`config.mk`:
```
export PLATFORM = sky130hd
export DESIGN_NAME = fwd_operand_stage
export DESIGN_NICKNAME = d
export VERILOG_FILES = /design/src/rtl/fwd_operand_stage.sv
export SDC_FILE = /design/constraint.sdc
export NUM_CORES = 1
export LEC_CHECK = 0
export BUFFER_PORTS_ARGS = -buffer_cell sky130_fd_sc_hd__buf_2
export CORE_MARGIN = 10
export CORE_UTILIZATION = 56
export CTS_BUF_LIST = sky130_fd_sc_hd__clkbuf_8
export DETAILED_ROUTE_END_ITERATION = 6
export GPL_ROUTABILITY_DRIVEN = 0
export PLACE_DENSITY = 0.94
export SKIP_LAST_GASP = 1
export SYNTH_ARGS = -nofsm -noshare
export SYNTH_HDL_FRONTEND = slang
export SYNTH_SLANG_ARGS = --single-unit
```
`constraint.sdc`:
```
create_clock -name clk -period 5.92 [get_ports clk]
set_clock_uncertainty 0.2 [all_clocks]
set_input_delay 0.296 -clock clk [delete_from_list [all_inputs] [get_ports clk]]
set_output_delay 0.296 -clock clk [all_outputs]
set_load 0.005 [all_outputs]
```
`src/rtl/fwd_operand_stage.sv`:
```
// fwd_operand_stage: ALU operand select and ID/EX operand latch.
// Operand A comes from one of NUM_SRC forwarding sources. Operand B comes from
// one of those sources or from the immediate. Both operands are registered,
// with stall hold and flush-to-bubble. Saturating per-source use counters and
// a sticky illegal-select flag are kept for debug and performance analysis.
module fwd_operand_stage #(
  parameter int WIDTH   = 32,
  parameter int NUM_SRC = 3,
  parameter int SEL_W   = 2,
  parameter int CNT_W   = 16
) (
  input  logic                     clk,
  input  logic                     rst_n,
  input  logic                     id_valid,
  input  logic                     stall,
  input  logic                     flush,
  input  logic [SEL_W-1:0]         sel_a,
  input  logic [SEL_W-1:0]         sel_b,
  input  logic                     alu_src,
  input  logic [WIDTH-1:0]         imm,
  input  logic [NUM_SRC*WIDTH-1:0] src_data,
  input  logic                     cnt_clr,
  output logic                     ex_valid,
  output logic [WIDTH-1:0]         ex_op_a,
  output logic [WIDTH-1:0]         ex_op_b,
  output logic                     sel_err,
  output logic [NUM_SRC*CNT_W-1:0] fwd_cnt
);

  // One extra bit so NUM_SRC == 2^SEL_W is still representable.
  localparam logic [SEL_W:0] NUM_SRC_L = (SEL_W+1)'(NUM_SRC);
  localparam logic [CNT_W-1:0] CNT_MAX = '1;

  // Unpacked view of the packed source bus.
  logic [WIDTH-1:0] src_arr [NUM_SRC];

  genvar gi;
  generate
    for (gi = 0; gi < NUM_SRC; gi++) begin : g_unpack
      assign src_arr[gi] = src_data[gi*WIDTH +: WIDTH];
    end
  endgenerate

  // Illegal selects fall back to source 0 and are reported through sel_err.
  logic err_a;
  logic err_b;
  logic capture;

  assign err_a   = ({1'b0, sel_a} >= NUM_SRC_L);
  assign err_b   = ({1'b0, sel_b} >= NUM_SRC_L) && !alu_src;
  assign capture = id_valid && !stall && !flush;

  // Source muxes. Source 0 is the default, so illegal selects read the
  // register file without any separate handling.
  logic [WIDTH-1:0] mux_a;
  logic [WIDTH-1:0] src_b;
  logic [WIDTH-1:0] mux_b;

  always_comb begin
    mux_a = src_arr[0];
    src_b = src_arr[0];
    for (int k = 1; k < NUM_SRC; k++) begin
      if (sel_a == SEL_W'(k)) mux_a = src_arr[k];
      if (sel_b == SEL_W'(k)) src_b = src_arr[k];
    end
    mux_b = alu_src ? imm : src_b;
  end

  // ID/EX operand latch: flush beats stall, and stall beats load. An idle ID
  // stage loads a bubble.
  logic             ex_valid_reg;
  logic [WIDTH-1:0] ex_op_a_reg;
  logic [WIDTH-1:0] ex_op_b_reg;

  always_ff @(posedge clk or negedge rst_n) begin
    if (!rst_n) begin
      ex_valid_reg <= 1'b0;
      ex_op_a_reg  <= '0;
      ex_op_b_reg  <= '0;
    end else if (flush || (!stall && !id_valid)) begin
      ex_valid_reg <= 1'b0;
      ex_op_a_reg  <= '0;
      ex_op_b_reg  <= '0;
    end else if (!stall) begin
      ex_valid_reg <= 1'b1;
      ex_op_a_reg  <= mux_a;
      ex_op_b_reg  <= mux_b;
    end
  end

  assign ex_valid = ex_valid_reg;
  assign ex_op_a  = ex_op_a_reg;
  assign ex_op_b  = ex_op_b_reg;

  // Sticky illegal-select flag. A clear in the same cycle wins over a set.
  logic sel_err_reg;

  always_ff @(posedge clk or negedge rst_n) begin
    if (!rst_n) begin
      sel_err_reg <= 1'b0;
    end else if (cnt_clr) begin
      sel_err_reg <= 1'b0;
    end else if (capture && (err_a || err_b)) begin
      sel_err_reg <= 1'b1;
    end
  end

  assign sel_err = sel_err_reg;

  // Per-source saturating counters. Each capture adds 0, 1 or 2 to a counter,
  // because A and B may both hit the same source in one cycle.
  logic [CNT_W-1:0] cnt_reg  [NUM_SRC];
  logic [CNT_W-1:0] cnt_next [NUM_SRC];

  generate
    for (gi = 0; gi < NUM_SRC; gi++) begin : g_cnt
      logic         hit_a;
      logic         hit_b;
      logic [1:0]   inc;
      logic [CNT_W:0] sum;

      if (gi == 0) begin : g_src0
        assign hit_a = (sel_a == '0) || err_a;
        assign hit_b = !alu_src && ((sel_b == '0) || err_b);
      end else begin : g_srcn
        assign hit_a = (sel_a == SEL_W'(gi));
        assign hit_b = !alu_src && (sel_b == SEL_W'(gi));
      end

      assign inc = {1'b0, hit_a} + {1'b0, hit_b};
      assign sum = {1'b0, cnt_reg[gi]} + (CNT_W+1)'(inc);
      // The carry out means the counter went past its maximum, so hold it there.
      assign cnt_next[gi] = sum[CNT_W] ? CNT_MAX : sum[CNT_W-1:0];

      // Counter register: cleared synchronously, advanced only on capture.
      always_ff @(posedge clk or negedge rst_n) begin
        if (!rst_n) begin
          cnt_reg[gi] <= '0;
        end else if (cnt_clr) begin
          cnt_reg[gi] <= '0;
        end else if (capture) begin
          cnt_reg[gi] <= cnt_next[gi];
        end
      end

      assign fwd_cnt[gi*CNT_W +: CNT_W] = cnt_reg[gi];
    end
  endgenerate

endmodule
```
==> results.ini <==
[outcome]
status = complete, no violations

[clock_network]
cts_setup_buffers = 0
cts.repair.resized = 0
clockBufferDepth = 2
numCtsBuffers = 17
clock-sinks = 114
cts_tree = yes
cts-root-buf = clkbuf_8
clock_latency_ns = 0.44
h-tree-depth = 4
cts.clk_slew.worst_paths_ns = 0.07

[sta]
hold_violations = 0
finalSetupViolCount = 0
fin_setup_tns_ns = 0
relSlewSlack_pct = 27.9
finalCriticalPeriod_ns = 3.85
rsz0062_at_grt = no
final_max_slew_viol_count = 0
max_freq_mhz = 260
worstMarginPinSlew_ns = 1.07
timing.final.crit_share_pct = 65.0
setup_slack_ns = 2.07

[routing]
drtAntennaViolNets = 0
drc = 0
drtIter0Drc = 1004
route.detailed.wl_per_inst_um = 21.5
firstDrtPassIters = 5
wirelength_um = 26800
viasPerCell = 6.24
vias = 7764

[place]
pre_cts_ws_ns = 1.73
portBuffers = 252
dpl.hpwl_um = 17400
dpl_cell_area_um2 = 8360
post-place-cells = 1146

[critical_path]
end_kind = flip-flop
crit_path_top_delay_cell = buf_2
rr_startpoint = fwd_cnt[0]$_DFFE_PN0P_
crit_path_max_incr_delay_ns = 0.69
cpLargestDelayFamily = simple AND/OR/NAND/NOR gates
cp.required_ns = 6.06
path_cells = buf_2, nor2b_1, or3_1, fa_1, inv_1, ha_1, nand4bb_1, nor3_1, a41oi_1, a211oi_1
critPathKind = in2reg
r2r_end = fwd_cnt[14]$_DFFE_PN0P_
path_buf_inv = 2
path_max_fanout = 29
arrival_ns = 3.99
ff2ff_setup_slack_ns = 3.06
cp-start-kind = input pin
reg2regPathDepth = 8

[yosys]
synth-edff-count = 0
synthArstFlopShare_pct = 100
avgSynthCellArea_um2 = 9.10
synth_nets = 923
synth_cells = 775
yosysWarnings = 0
synth_top_cells_by_count = 132 x mux2i_1, 114 x dfrtp_1, 79 x nand2_1, 66 x o21ai_0, 55 x nor2_1
synth_top_area_cell = dfrtp_1
synth.distinct_cells = 54
synthTopCellsByArea = dfrtp_1 40%, mux2i_1 19%, o21ai_0 4.7%
netlist_area_um2 = 7060
ys_seq_elements = 114
synth_top_cell_area_share_pct = 40.4
synth_ff_type = dfrtp_1
synthMostInstantiatedCell = mux2i_1
ys_seq_area_share_pct = 40.4

[global_routing]
overflow = 0
grt.total_usage_pct = 29.9
grt_max_degree = 84
grt.busiest_layer = met2
gr-usage-met2_pct = 47.6
grt_pass1_wl_um = 42900
met3_usage_pct = 9.87
antenna_found_initial = 9
grt_pass1_vias = 7819
groute.layer.met1.usage_pct = 34.1

[pwr]
p_comb_share_pct = 17.9
swShare_pct = 29.6
internal_power_w = 0.00133
ir_drop_v = 0.000176
leakagePower_nw = 4.65
powerDensity_nw_per_um2 = 201
power.switching_w = 0.000557
power_frac_seq_pct = 43.2
p_clk_share_pct = 38.9

[floorplanning]
die_w_um = 132
io_pins = 253
start_util_pct = 58.0
dieArea_um2 = 17500
fp.coreArea_um2 = 12200
die_h_um = 132
rows = 40

[layout]
area_growth_pct = 32.5
fin_nets = 1202
largest_reg_flops = 48
num-fill-cells = 811
drive_above_1_share_pct = 28.2
fin_area_um2 = 9350
final_cells = 1244

[run]
maxCapViolCount = 0

[worst_hold_path]
min_path_cells = 3
min_to = ex_op_a[4]$_DFFE_PN0P_
hold_class = in2reg
hp-start = src_data[68]

cell usage in the layout, fill, tap and decap left out, types with 13 or more instances in the layout:
master / instances
nand2_1: 79
o21ai_0: 66
mux2i_1: 132
a31oi_1: 13
nand4_1: 13
a211oi_1: 19
buf_2: 251
clkbuf_8: 17
dfrtp_1: 114
nor2_1: 55
nor3_1: 34
inv_1: 26
a21oi_1: 49
dlygate4sd3_1: 57
power by group through the flow:
stage / Combinational, W / Sequential, W / Clock [W]
6_report: 0.000337 / 0.000814 / 0.000732
5_1_grt: 0.000366 / 0.000816 / 0.000774
4_1_cts: 0.000325 / 0.000813 / 0.000739
3_5_place_dp: 0.000294 / 0.000828 / 0
3_3_place_gp: 0.000285 / 0.000827 / 0
2_1_floorplan: 0.000154 / 0.000829 / 0
cells by family (layout without fill, tap and decap cells):
family / count (synthesis) / count (layout) / synth area share [%]
flip-flops: 114 / 114 / 40.4
multiplexers: 132 / 132 / 18.7
AO/OA/AOI/OAI: 192 / 192 / 16.7
other: 0 / 9 / 0
buffers and inverters: 81 / 373 / 4.58
adder cells (fa/ha/maj): 9 / 9 / 1.92
AND/OR/NAND/NOR: 247 / 247 / 17.6
worst max-delay path by stage:
stage | startpoint | endpoint | slack, ns | cells past startpoint
2_1_floorplan | sel_b[0] | fwd_cnt[14]$_DFFE_PN0P_ | 2.73 | 12
3_3_place_gp | sel_b[1] | fwd_cnt[14]$_DFFE_PN0P_ | 1.88 | 10
3_5_place_dp | sel_b[1] | fwd_cnt[14]$_DFFE_PN0P_ | 1.73 | 10
4_1_cts | sel_b[1] | fwd_cnt[14]$_DFFE_PN0P_ | 2.19 | 10
5_1_grt | sel_b[1] | fwd_cnt[14]$_DFFE_PN0P_ | 1.87 | 10
6_report | sel_b[1] | fwd_cnt[14]$_DFFE_PN0P_ | 2.07 | 10
final cells by class:
class / count / area, um^2 / area share (%)
multi-input cells: 580 / 3890 / 41.7
clock inverters: 15 / 160 / 1.71
repair buffers: 314 / 1870 / 20.0
flip-flops and latches: 114 / 2850 / 30.5
inverters: 27 / 101 / 1.08
well taps: 168 / 210 / 2.25
clock buffers: 17 / 234 / 2.50
diodes: 9 / 22.5 / 0.241
stage by stage:
step | util [%] | hold WS (ns) | total power (W)
finish | 76.8 | 0.0234 | 0.00188
global route | 76.8 | 0.0116 | 0.00196
CTS | 76.7 | 0.00216 | 0.00188
detailed placement | 68.7 | 0.141 | 0.00112
global placement | 68.7 | 0.132 | 0.00111
floorplan | - | -0.200 | 0.000983
layer usage:
metal / up-vias / share of wire, % / wire length, um
li1: 3434 / - / -
met1: 3617 / 37 / 9850
met2: 586 / 47 / 12600
met3: 127 / 10 / 2710
met4: 0 / 5.8 / 1570
met5: - / 0 / 0
worst register-to-register path: stages (launching register included):
cell,delay [ns]
dfrtp_1,0.39
inv_1,0.09
fa_1,0.45
inv_1,0.09
ha_1,0.26
nand4bb_1,0.29
nor3_1,0.55
a41oi_1,0.19
a211oi_1,0.24
what timing repair did:
| action | CTS | global route |
|---|---|---|
| hold endpoints to repair | 102 | 0 |
| hold buffers | 57 | 0 |
| endpoints found under the setup margin | 0 | 0 |
(Power assumes the default switching activity.)
